`config.mk`:
```
export PLATFORM = sky130hd
export DESIGN_NAME = scr1_axi_mem_slave
export DESIGN_NICKNAME = d
export VERILOG_FILES = /design/src/rtl/scr1_axi_mem_slave.sv
export SDC_FILE = /design/constraint.sdc
export NUM_CORES = 1
export LEC_CHECK = 0
export BUFFER_PORTS_ARGS = -buffer_cell sky130_fd_sc_hd__buf_2
export CAP_MARGIN = 20
export CORE_MARGIN = 1
export CORE_UTILIZATION = 53
export CTS_BUF_LIST = sky130_fd_sc_hd__clkbuf_4
export DETAILED_ROUTE_END_ITERATION = 10
export HOLD_SLACK_MARGIN = 0.1
export PLACE_DENSITY = 0.88
export SLEW_MARGIN = 30
export SYNTH_ARGS = -nofsm -noshare
export SYNTH_HDL_FRONTEND = slang
export SYNTH_SLANG_ARGS = --single-unit
```
`constraint.sdc`:
```
create_clock -name clk -period 3.3 [get_ports clk]
set_input_delay 0.66 -clock clk [delete_from_list [all_inputs] [get_ports clk]]
set_output_delay 0.66 -clock clk [all_outputs]
set_load 0.02 [all_outputs]
```
`src/rtl/scr1_axi_mem_slave.sv`:
```
// AXI4 slave bridging single-beat AXI reads and writes onto the SCR1 memif request interface.
// One transaction is in flight at a time; unsupported bursts and sizes get an SLVERR response.
module scr1_axi_mem_slave #(
    parameter int SCR1_AXI_IDWIDTH = 4,
    parameter int SCR1_ADDR_WIDTH  = 32
) (
    input  logic                        clk,
    input  logic                        rst_n,
    input  logic [SCR1_AXI_IDWIDTH-1:0] awid,
    input  logic [SCR1_ADDR_WIDTH-1:0]  awaddr,
    input  logic [7:0]                  awlen,
    input  logic [2:0]                  awsize,
    input  logic [1:0]                  awburst,
    input  logic                        awvalid,
    output logic                        awready,
    input  logic [31:0]                 wdata,
    input  logic [3:0]                  wstrb,
    input  logic                        wlast,
    input  logic                        wvalid,
    output logic                        wready,
    output logic [SCR1_AXI_IDWIDTH-1:0] bid,
    output logic [1:0]                  bresp,
    output logic                        bvalid,
    input  logic                        bready,
    input  logic [SCR1_AXI_IDWIDTH-1:0] arid,
    input  logic [SCR1_ADDR_WIDTH-1:0]  araddr,
    input  logic [7:0]                  arlen,
    input  logic [2:0]                  arsize,
    input  logic [1:0]                  arburst,
    input  logic                        arvalid,
    output logic                        arready,
    output logic [SCR1_AXI_IDWIDTH-1:0] rid,
    output logic [31:0]                 rdata,
    output logic [1:0]                  rresp,
    output logic                        rlast,
    output logic                        rvalid,
    input  logic                        rready,
    output logic                        mem_req,
    input  logic                        mem_req_ack,
    output logic                        mem_cmd,
    output logic [1:0]                  mem_width,
    output logic [SCR1_ADDR_WIDTH-1:0]  mem_addr,
    output logic [31:0]                 mem_wdata,
    input  logic [31:0]                 mem_rdata,
    input  logic [1:0]                  mem_resp
);

    typedef enum logic [2:0] {
        ST_IDLE, ST_W_DATA, ST_W_MEM, ST_W_DRAIN, ST_B_RESP, ST_R_MEM, ST_R_ERR, ST_R_RESP
    } state_e;

    localparam logic [1:0] RESP_OKAY   = 2'b00;
    localparam logic [1:0] RESP_SLVERR = 2'b10;
    localparam logic [1:0] MEM_NOTRDY  = 2'd0;
    localparam logic [1:0] MEM_RDY_OK  = 2'd1;

    function automatic logic [31:0] lane_down(input logic [31:0] d, input logic [1:0] off);
        return d >> {off, 3'b000};
    endfunction

    function automatic logic [31:0] lane_up(input logic [31:0] d, input logic [1:0] off);
        return d << {off, 3'b000};
    endfunction

    function automatic logic xfer_unsupported(input logic [7:0] len, input logic [2:0] size,
                                              input logic [1:0] burst);
        return (len != 8'd0) || (size > 3'd2) || (burst != 2'b01);
    endfunction

    state_e                      state_r;
    logic                        last_rd_r;
    logic [SCR1_AXI_IDWIDTH-1:0] id_r;
    logic [SCR1_ADDR_WIDTH-1:0]  addr_r;
    logic [7:0]                  len_r;
    logic [1:0]                  size_r;
    logic [7:0]                  beat_cnt_r;
    logic                        grant_aw_s;
    logic                        grant_ar_s;
    logic                        mem_done_s;
    logic                        unused_s;

    assign unused_s = ^wstrb;
    assign awready  = grant_aw_s;
    assign arready  = grant_ar_s;

    // Round-robin address-channel grant, only offered while idle and out of reset
    always_comb begin
        grant_aw_s = 1'b0;
        grant_ar_s = 1'b0;
        if ((state_r == ST_IDLE) && rst_n) begin
            if (awvalid && (!arvalid || last_rd_r)) begin
                grant_aw_s = 1'b1;
            end else begin
                grant_ar_s = arvalid;
            end
        end else begin
            grant_aw_s = 1'b0;
            grant_ar_s = 1'b0;
        end
    end

    // A response only counts once the request has been acked (or in the ack cycle itself)
    always_comb begin
        mem_done_s = 1'b0;
        if (mem_resp != MEM_NOTRDY) begin
            mem_done_s = mem_req ? mem_req_ack : 1'b1;
        end else begin
            mem_done_s = 1'b0;
        end
    end

    // Transaction FSM with all AXI and memif outputs registered
    always_ff @(posedge clk or negedge rst_n) begin
        if (!rst_n) begin
            state_r    <= ST_IDLE;
            last_rd_r  <= 1'b1;
            id_r       <= '0;
            addr_r     <= '0;
            len_r      <= 8'd0;
            size_r     <= 2'd0;
            beat_cnt_r <= 8'd0;
            wready     <= 1'b0;
            bid        <= '0;
            bresp      <= 2'b00;
            bvalid     <= 1'b0;
            rid        <= '0;
            rdata      <= 32'd0;
            rresp      <= 2'b00;
            rlast      <= 1'b0;
            rvalid     <= 1'b0;
            mem_req    <= 1'b0;
            mem_cmd    <= 1'b0;
            mem_width  <= 2'd0;
            mem_addr   <= '0;
            mem_wdata  <= 32'd0;
        end else begin
            case (state_r)
                ST_IDLE: begin
                    if (grant_aw_s) begin
                        id_r      <= awid;
                        addr_r    <= awaddr;
                        len_r     <= awlen;
                        size_r    <= awsize[1:0];
                        last_rd_r <= 1'b0;
                        wready    <= 1'b1;
                        state_r   <= xfer_unsupported(awlen, awsize, awburst) ? ST_W_DRAIN : ST_W_DATA;
                    end else if (grant_ar_s) begin
                        id_r      <= arid;
                        addr_r    <= araddr;
                        len_r     <= arlen;
                        size_r    <= arsize[1:0];
                        last_rd_r <= 1'b1;
                        if (xfer_unsupported(arlen, arsize, arburst)) begin
                            rvalid     <= 1'b1;
                            rid        <= arid;
                            rdata      <= 32'd0;
                            rresp      <= RESP_SLVERR;
                            rlast      <= (arlen == 8'd0);
                            beat_cnt_r <= 8'd0;
                            state_r    <= ST_R_ERR;
                        end else begin
                            mem_req   <= 1'b1;
                            mem_cmd   <= 1'b0;
                            mem_width <= arsize[1:0];
                            mem_addr  <= araddr;
                            state_r   <= ST_R_MEM;
                        end
                    end
                end
                ST_W_DATA: begin
                    if (wvalid) begin
                        wready    <= 1'b0;
                        mem_wdata <= lane_down(wdata, addr_r[1:0]);
                        mem_req   <= 1'b1;
                        mem_cmd   <= 1'b1;
                        mem_width <= size_r;
                        mem_addr  <= addr_r;
                        state_r   <= ST_W_MEM;
                    end
                end
                ST_W_DRAIN: begin
                    if (wvalid && wlast) begin
                        wready  <= 1'b0;
                        bvalid  <= 1'b1;
                        bid     <= id_r;
                        bresp   <= RESP_SLVERR;
                        state_r <= ST_B_RESP;
                    end
                end
                ST_W_MEM: begin
                    if (mem_req && mem_req_ack) begin
                        mem_req <= 1'b0;
                    end
                    if (mem_done_s) begin
                        bvalid  <= 1'b1;
                        bid     <= id_r;
                        bresp   <= (mem_resp == MEM_RDY_OK) ? RESP_OKAY : RESP_SLVERR;
                        state_r <= ST_B_RESP;
                    end
                end
                ST_B_RESP: begin
                    if (bready) begin
                        bvalid  <= 1'b0;
                        state_r <= ST_IDLE;
                    end
                end
                ST_R_MEM: begin
                    if (mem_req && mem_req_ack) begin
                        mem_req <= 1'b0;
                    end
                    if (mem_done_s) begin
                        rvalid  <= 1'b1;
                        rid     <= id_r;
                        rdata   <= lane_up(mem_rdata, addr_r[1:0]);
                        rresp   <= (mem_resp == MEM_RDY_OK) ? RESP_OKAY : RESP_SLVERR;
                        rlast   <= 1'b1;
                        state_r <= ST_R_RESP;
                    end
                end
                ST_R_RESP: begin
                    if (rready) begin
                        rvalid  <= 1'b0;
                        rlast   <= 1'b0;
                        state_r <= ST_IDLE;
                    end
                end
                ST_R_ERR: begin
                    if (rready) begin
                        if (beat_cnt_r == len_r) begin
                            rvalid  <= 1'b0;
                            rlast   <= 1'b0;
                            state_r <= ST_IDLE;
                        end else begin
                            beat_cnt_r <= beat_cnt_r + 8'd1;
                            rlast      <= ((beat_cnt_r + 8'd1) == len_r);
                        end
                    end
                end
                default: begin
                    state_r <= ST_IDLE;
                end
            endcase
        end
    end

endmodule

```
# ---- Word-level counts from Yosys, hierarchy flattened
# Index checks and enable logic that the tools add are counted.
dict set report classes {
  n_addsub 1
  n_lt_le_gt_ge 2
  eq_ne 28
  n_shift 2
  mux 96
  n_reduce_logical 37
}
# operator count
set op_table {}
lappend op_table {{2-to-1 mux 32 bit} 10}
lappend op_table {{case mux 32 bit (2 select lines)} 2}
lappend op_table {{2-to-1 mux 8 bit} 7}
lappend op_table {{2-to-1 mux 1 bit} 33}
lappend op_table {{<< shifter 32 x 5 -> 32 bit} 1}
lappend op_table {{>> shifter 32 x 5 -> 32 bit} 1}
lappend op_table {{2-to-1 mux 3 bit} 10}
lappend op_table {{2-to-1 mux 2 bit} 14}
lappend op_table {{2-to-1 mux 4 bit} 7}
lappend op_table {{!= test 2 bit, second input constant} 13}
lappend op_table {{case mux 3 bit (8 select lines)} 1}
lappend op_table {{== test 8 bit} 2}
lappend op_table {{case mux 4 bit (2 select lines)} 2}
lappend op_table {{case mux 8 bit (2 select lines)} 1}
lappend op_table {{nonzero test 8 bit} 2}
lappend op_table {{== test 3 bit, second input constant} 4}
lappend op_table {{case mux 2 bit (2 select lines)} 3}
lappend op_table {{AND reduction 6 bit} 2}
lappend op_table {{nonzero test 2 bit} 6}
lappend op_table {{AND reduction 5 bit} 2}
lappend op_table {{case mux 1 bit (3 select lines)} 3}
lappend op_table {{AND reduction 9 bit} 1}
lappend op_table {{nonzero test 3 bit} 3}
lappend op_table {{adder 8 x 1 -> 8 bit, second input constant} 1}
lappend op_table {{other kinds (20)} 35}
dict set report totals {
  ff_bits 174
  in_bits 177
  output_inout_bits 118
  wordCells 187
}

# ---- Depth between registers and ports, before layout
dict set report depth {
  depth_word 8
  depth_mapped 8
  depth_no_buf 6
}

# ---- Least setup slack after synthesis
# No wires, ideal clock.
dict set report synth_timing {
  path_type {input to register}
  startpoint {input port arlen[2]}
  endpoint {register mem_addr[10]}
  setup_time_ns 0.125
  t_arrival_ns 2.662
  path_slack_ns 0.513
  cell_stages 7
  n_path_buf 2
  path_cell_list {or4_1 > nor4_2 > a22oi_2 > or3_1 > buf_6 > buf_6 > mux2_4}
}
dict set report synth_between {
  elab_chain_len 5
}
# item line_no
set synth_lines {}
lappend synth_lines {{from (decl)} 27} ;# input logic [7:0] arlen,
lappend synth_lines {{nonzero test 8 bit} 67} ;# return (len != 8'd0) || (size > 3'd2) || (burst != 2'b01);
lappend synth_lines {{logical OR 1 bit (2 in a row)} 67}
lappend synth_lines {{!= test 2 bit (no source line)} n/a}
lappend synth_lines {{AND reduction 5 bit (no source line)} n/a}
lappend synth_lines {{to (signal assigned)} 165} ;# mem_addr <= araddr;
lappend synth_lines {{to (signal assigned)} 177} ;# mem_addr <= addr_r;
lappend synth_lines {{to (decl)} 42} ;# output logic [SCR1_ADDR_WIDTH-1:0] mem_addr,
# Every way passes these cells.
# A chain may end at the register's enable or synchronous reset.

# ---- Worst setup path after layout
dict set report layout_timing {
  startpoint {register state_r[1]}
  endpoint {output port awready}
}
dict set report layout_between {
  elab_chain_len 3
}
# item line_no
set layout_lines {}
lappend layout_lines {{from (decl)} 70} ;# state_e state_r;
lappend layout_lines {{from (signal assigned)} 146} ;# state_r <= xfer_unsupported(awlen, awsize, awburst) ? ST_W_DRAIN : ST_W_DATA;
lappend layout_lines {{zero test 3 bit} 90} ;# if ((state_r == ST_IDLE) && rst_n) begin
lappend layout_lines {{logical AND 1 bit} 90}
lappend layout_lines {{2-to-1 mux 1 bit} 90}
lappend layout_lines {{to (decl)} 15} ;# output logic awready,
# Every way passes these cells.

==> summary.txt <==
Status -> completed
CP Depth -> 6
CP peak stage delay -> 0.40 ns
Gate Count Post-Synth -> 861
Share of power burned in the clock network -> 0.133
Register share of total power -> 0.384
First-pass GRT wire length -> 38800 um
Final Max Slew Viols -> 0
1st-iter DRT viols -> 550
Core box area -> 16600 um^2
Fin crit period -> 2.86 ns
Synth area leaders -> dfrtp_1 47%, mux2_2 9.5%, mux2i_1 9.5%
Longest Clk Path Bufs -> 2
Worst rel slew slack -> 0.439
Placer Congestion -> 0.897
Post-route DRC -> 0
NetSw -> 3.95 mW
Pint -> 5.46 mW
WP data required -> 2.64 ns
Routed WL per cell -> 18.0 um
Final Cycle Share -> 0.866
Critical path endpoint -> awready
Synth cell count leaders -> 171 x dfrtp_1, 92 x nor2_1, 86 x mux2i_1
Max VDD drop -> 551 uV
Asr flop ratio synth -> 1.00
Startpoint types -> flop
Combinational share of power -> 0.483
Switching fraction of total power -> 0.420
Initial antenna violation count -> 1
Drt total wl -> 24600 um
RSZ-0062 raised after global routing -> false
DPL Wire Length -> 17600 um
R2R Path End -> rdata[19]
Total power -> 9.41 mW
Hold Crit Class -> in2reg
Post-synth EDFFs -> 0
Final setup fails -> 0
Vias -> 7640
Initial Util -> 0.546
Most frequent cell after synthesis -> dfrtp_1
Core Rows -> 47
CTS H-tree depth -> 4
Gr usage total -> 0.282
Worst Setup SP -> state_r[1]
Worst Skew -> 0.0220 ns
Crit path buf inv count -> 4
Mapped cell area -> 9080 um^2
Top-area cell type share of the netlist area -> 0.471
Cell family with most CP delay -> buffers and inverters
FILL cells -> 1244
Kind of critical path -> reg2out
Worst reg2reg path depth -> 6
Area Growth Syn to Fin -> 22.3%
GRT overflow -> 0
Routed Antenna Nets -> 0
R2R Setup Slk -> 0.79 ns
Nets@finish -> 1310
Arrival time worst endpoint -> 2.20 ns
Cell Pwr Density -> 848 nW/um^2
# hold bufs at CTS -> 1
Fraction of layout instances using a drive strength above 1 -> 0.406
Worst Setup End Kind -> output pin
Seq/Total Area, Yosys -> 0.474
Clock Latency Late Sink -> 0.56 ns
Via density -> 5.60
Cell taking the most area after synthesis -> dfrtp_1
Number of setup buffers added after CTS -> 0
Largest net degree at the start of global routing -> 169
First-pass DRT Iterations -> 5
IO Count -> 295
Cell Chain, Critical Path -> buf_4 -> nor3_1 -> buf_4 -> o2111ai_4 -> inv_1 -> buf_2
Die area -> 17700 um^2
Max-Cap Viols -> 0
CP Max Fanout -> 16
Reg2Reg Launch Point -> state_r[1]
Vias in the first global route -> 7523
Synth warnings -> 0
Die height -> 133 um
Ys flop type -> dfrtp_1
Port Buffers -> 288
Setup TNS -> 0 ns
Post-Syn Area per Cell -> 10.5 um^2
Clock transition at the registers of the reported paths -> 0.15 ns
Final count of hold timing violations -> 0
Slowest CP cell -> dfrtp_1
# resized after CTS -> 0
Max Fclk -> 0.350 GHz
Worst Max-Slew Pin Slew -> 0.836 ns
Synth unique cells -> 58
Die X -> 133 um
Post-synthesis register bit count -> 172
Crit-path most repeated cell -> buf_4
Diodes inserted -> 0
Clk Tree Root Cell -> clkbuf_4
Pleak -> 5.79 nW
Total CTS buffers -> 17
Clk sink count -> 172
CTS tree -> done
## power groups by stage
stage,clock (mW),sequential [mW],combinational [mW]
6_report,1.25,3.61,4.55
5_1_grt,1.37,3.72,4.93
4_1_cts,1.29,3.61,4.56
3_5_place_dp,0,3.64,4.55
3_3_place_gp,0,3.59,4.43
2_1_floorplan,0,4.18,2.52
## logic make-up (layout without fill, tap and decap cells)
kind of cell             count (synthesis)  count (layout)  share of synthesized area
AND/OR/NAND/NOR                        220             220                      0.107
multiplexers                           192             192                      0.238
AO/OA/AOI/OAI                          182             182                      0.128
flip-flops                             172             172                      0.474
buffers and inverters                   80             362                     0.0383
XOR/XNOR                                13              13                     0.0125
adder cells (fa/ha/maj)                  1               1                    0.00138
other                                    1               2                   0.000413
## metrics by stage
step | util | hold WS (ns) | instance area (um^2) | worst slack (ns) | std cells
after global routing | 0.667 | 0.283 | 11100 | 0.243 | 1364
final | 0.667 | 0.335 | 11100 | 0.441 | 1364
after floorplan | - | 0.364 | 9080 | 0.513 | 862
after global placement | 0.648 | 0.455 | 10800 | 0.282 | 1331
after detailed placement | 0.648 | 0.461 | 10800 | 0.277 | 1331
after CTS | 0.665 | 0.281 | 11100 | 0.391 | 1363
## worst register-to-register path: stages (launching register included)
cell and delay (ns):
dfrtp_1 0.40, or3_4 0.42, a2111oi_4 0.41, buf_4 0.22, o22a_1 0.34, buf_12 0.24
mux2_2 0.37
## layout by cell type (no fill, tap or decap), drive strengths merged, types with 6 or more instances in the layout
master,count
mux2i,86
a211o,9
o31ai,9
o21ai,29
a31oi,7
buf,312
xnor2,10
inv,22
mux2,106
clkbuf,19
nor3,8
a32o,8
nand3,7
a21oi,81
dfrtp,171
nand2,70
nor2,92
clkinv,6
a211oi,10
nor2b,21
## final cells by class
| class | count | area, um^2 | area share |
|---|---|---|---|
| sequential | 172 | 4310 | 0.388 |
| timing repair buffer | 313 | 1700 | 0.153 |
| clock inverter | 12 | 139 | 0.0125 |
| clock buffer | 19 | 143 | 0.0128 |
| tap | 220 | 275 | 0.0248 |
| inverter | 18 | 67.6 | 0.00609 |
| multi-input combinational | 610 | 4470 | 0.403 |
## routing by layer
| metal | vias to the layer above | GRT usage | wire (um) |
|---|---|---|---|
| met5 | - | 0 | 13 |
| met4 | 2 | 0.102 | 537 |
| met3 | 40 | 0.0602 | 1780 |
| met2 | 335 | 0.468 | 11900 |
| met1 | 3674 | 0.363 | 10300 |
| li1 | 3589 | - | - |
## sequential cells by signal, indices dropped and copies added, names as in the netlist
name / flops
rvalid: 1
size_r: 2
rlast: 1
mem_wdata: 32
bvalid: 1
state_r: 3
mem_addr: 32
id_r: 4
rdata: 32
bresp: 1
addr_r: 32
wready: 1
bid: 4
rid: 4
mem_width: 2
mem_cmd: 1
mem_req: 1
beat_cnt_r: 8
len_r: 8
rresp: 1
last_rd_r: 1
## how the worst min path moves through the flow
stage	to	slack (ns)	start	cells past startpoint
floorplan	addr_r[0]	0.36	rst_n	0
global placement	mem_wdata[23]	0.45	mem_wdata[23]	2
detailed placement	mem_wdata[23]	0.46	mem_wdata[23]	2
CTS	addr_r[6]	0.28	awaddr[6]	3
global route	addr_r[6]	0.28	awaddr[6]	3
finish	addr_r[6]	0.33	awaddr[6]	3
No activity file was read; power rests on OpenSTA's default activity.
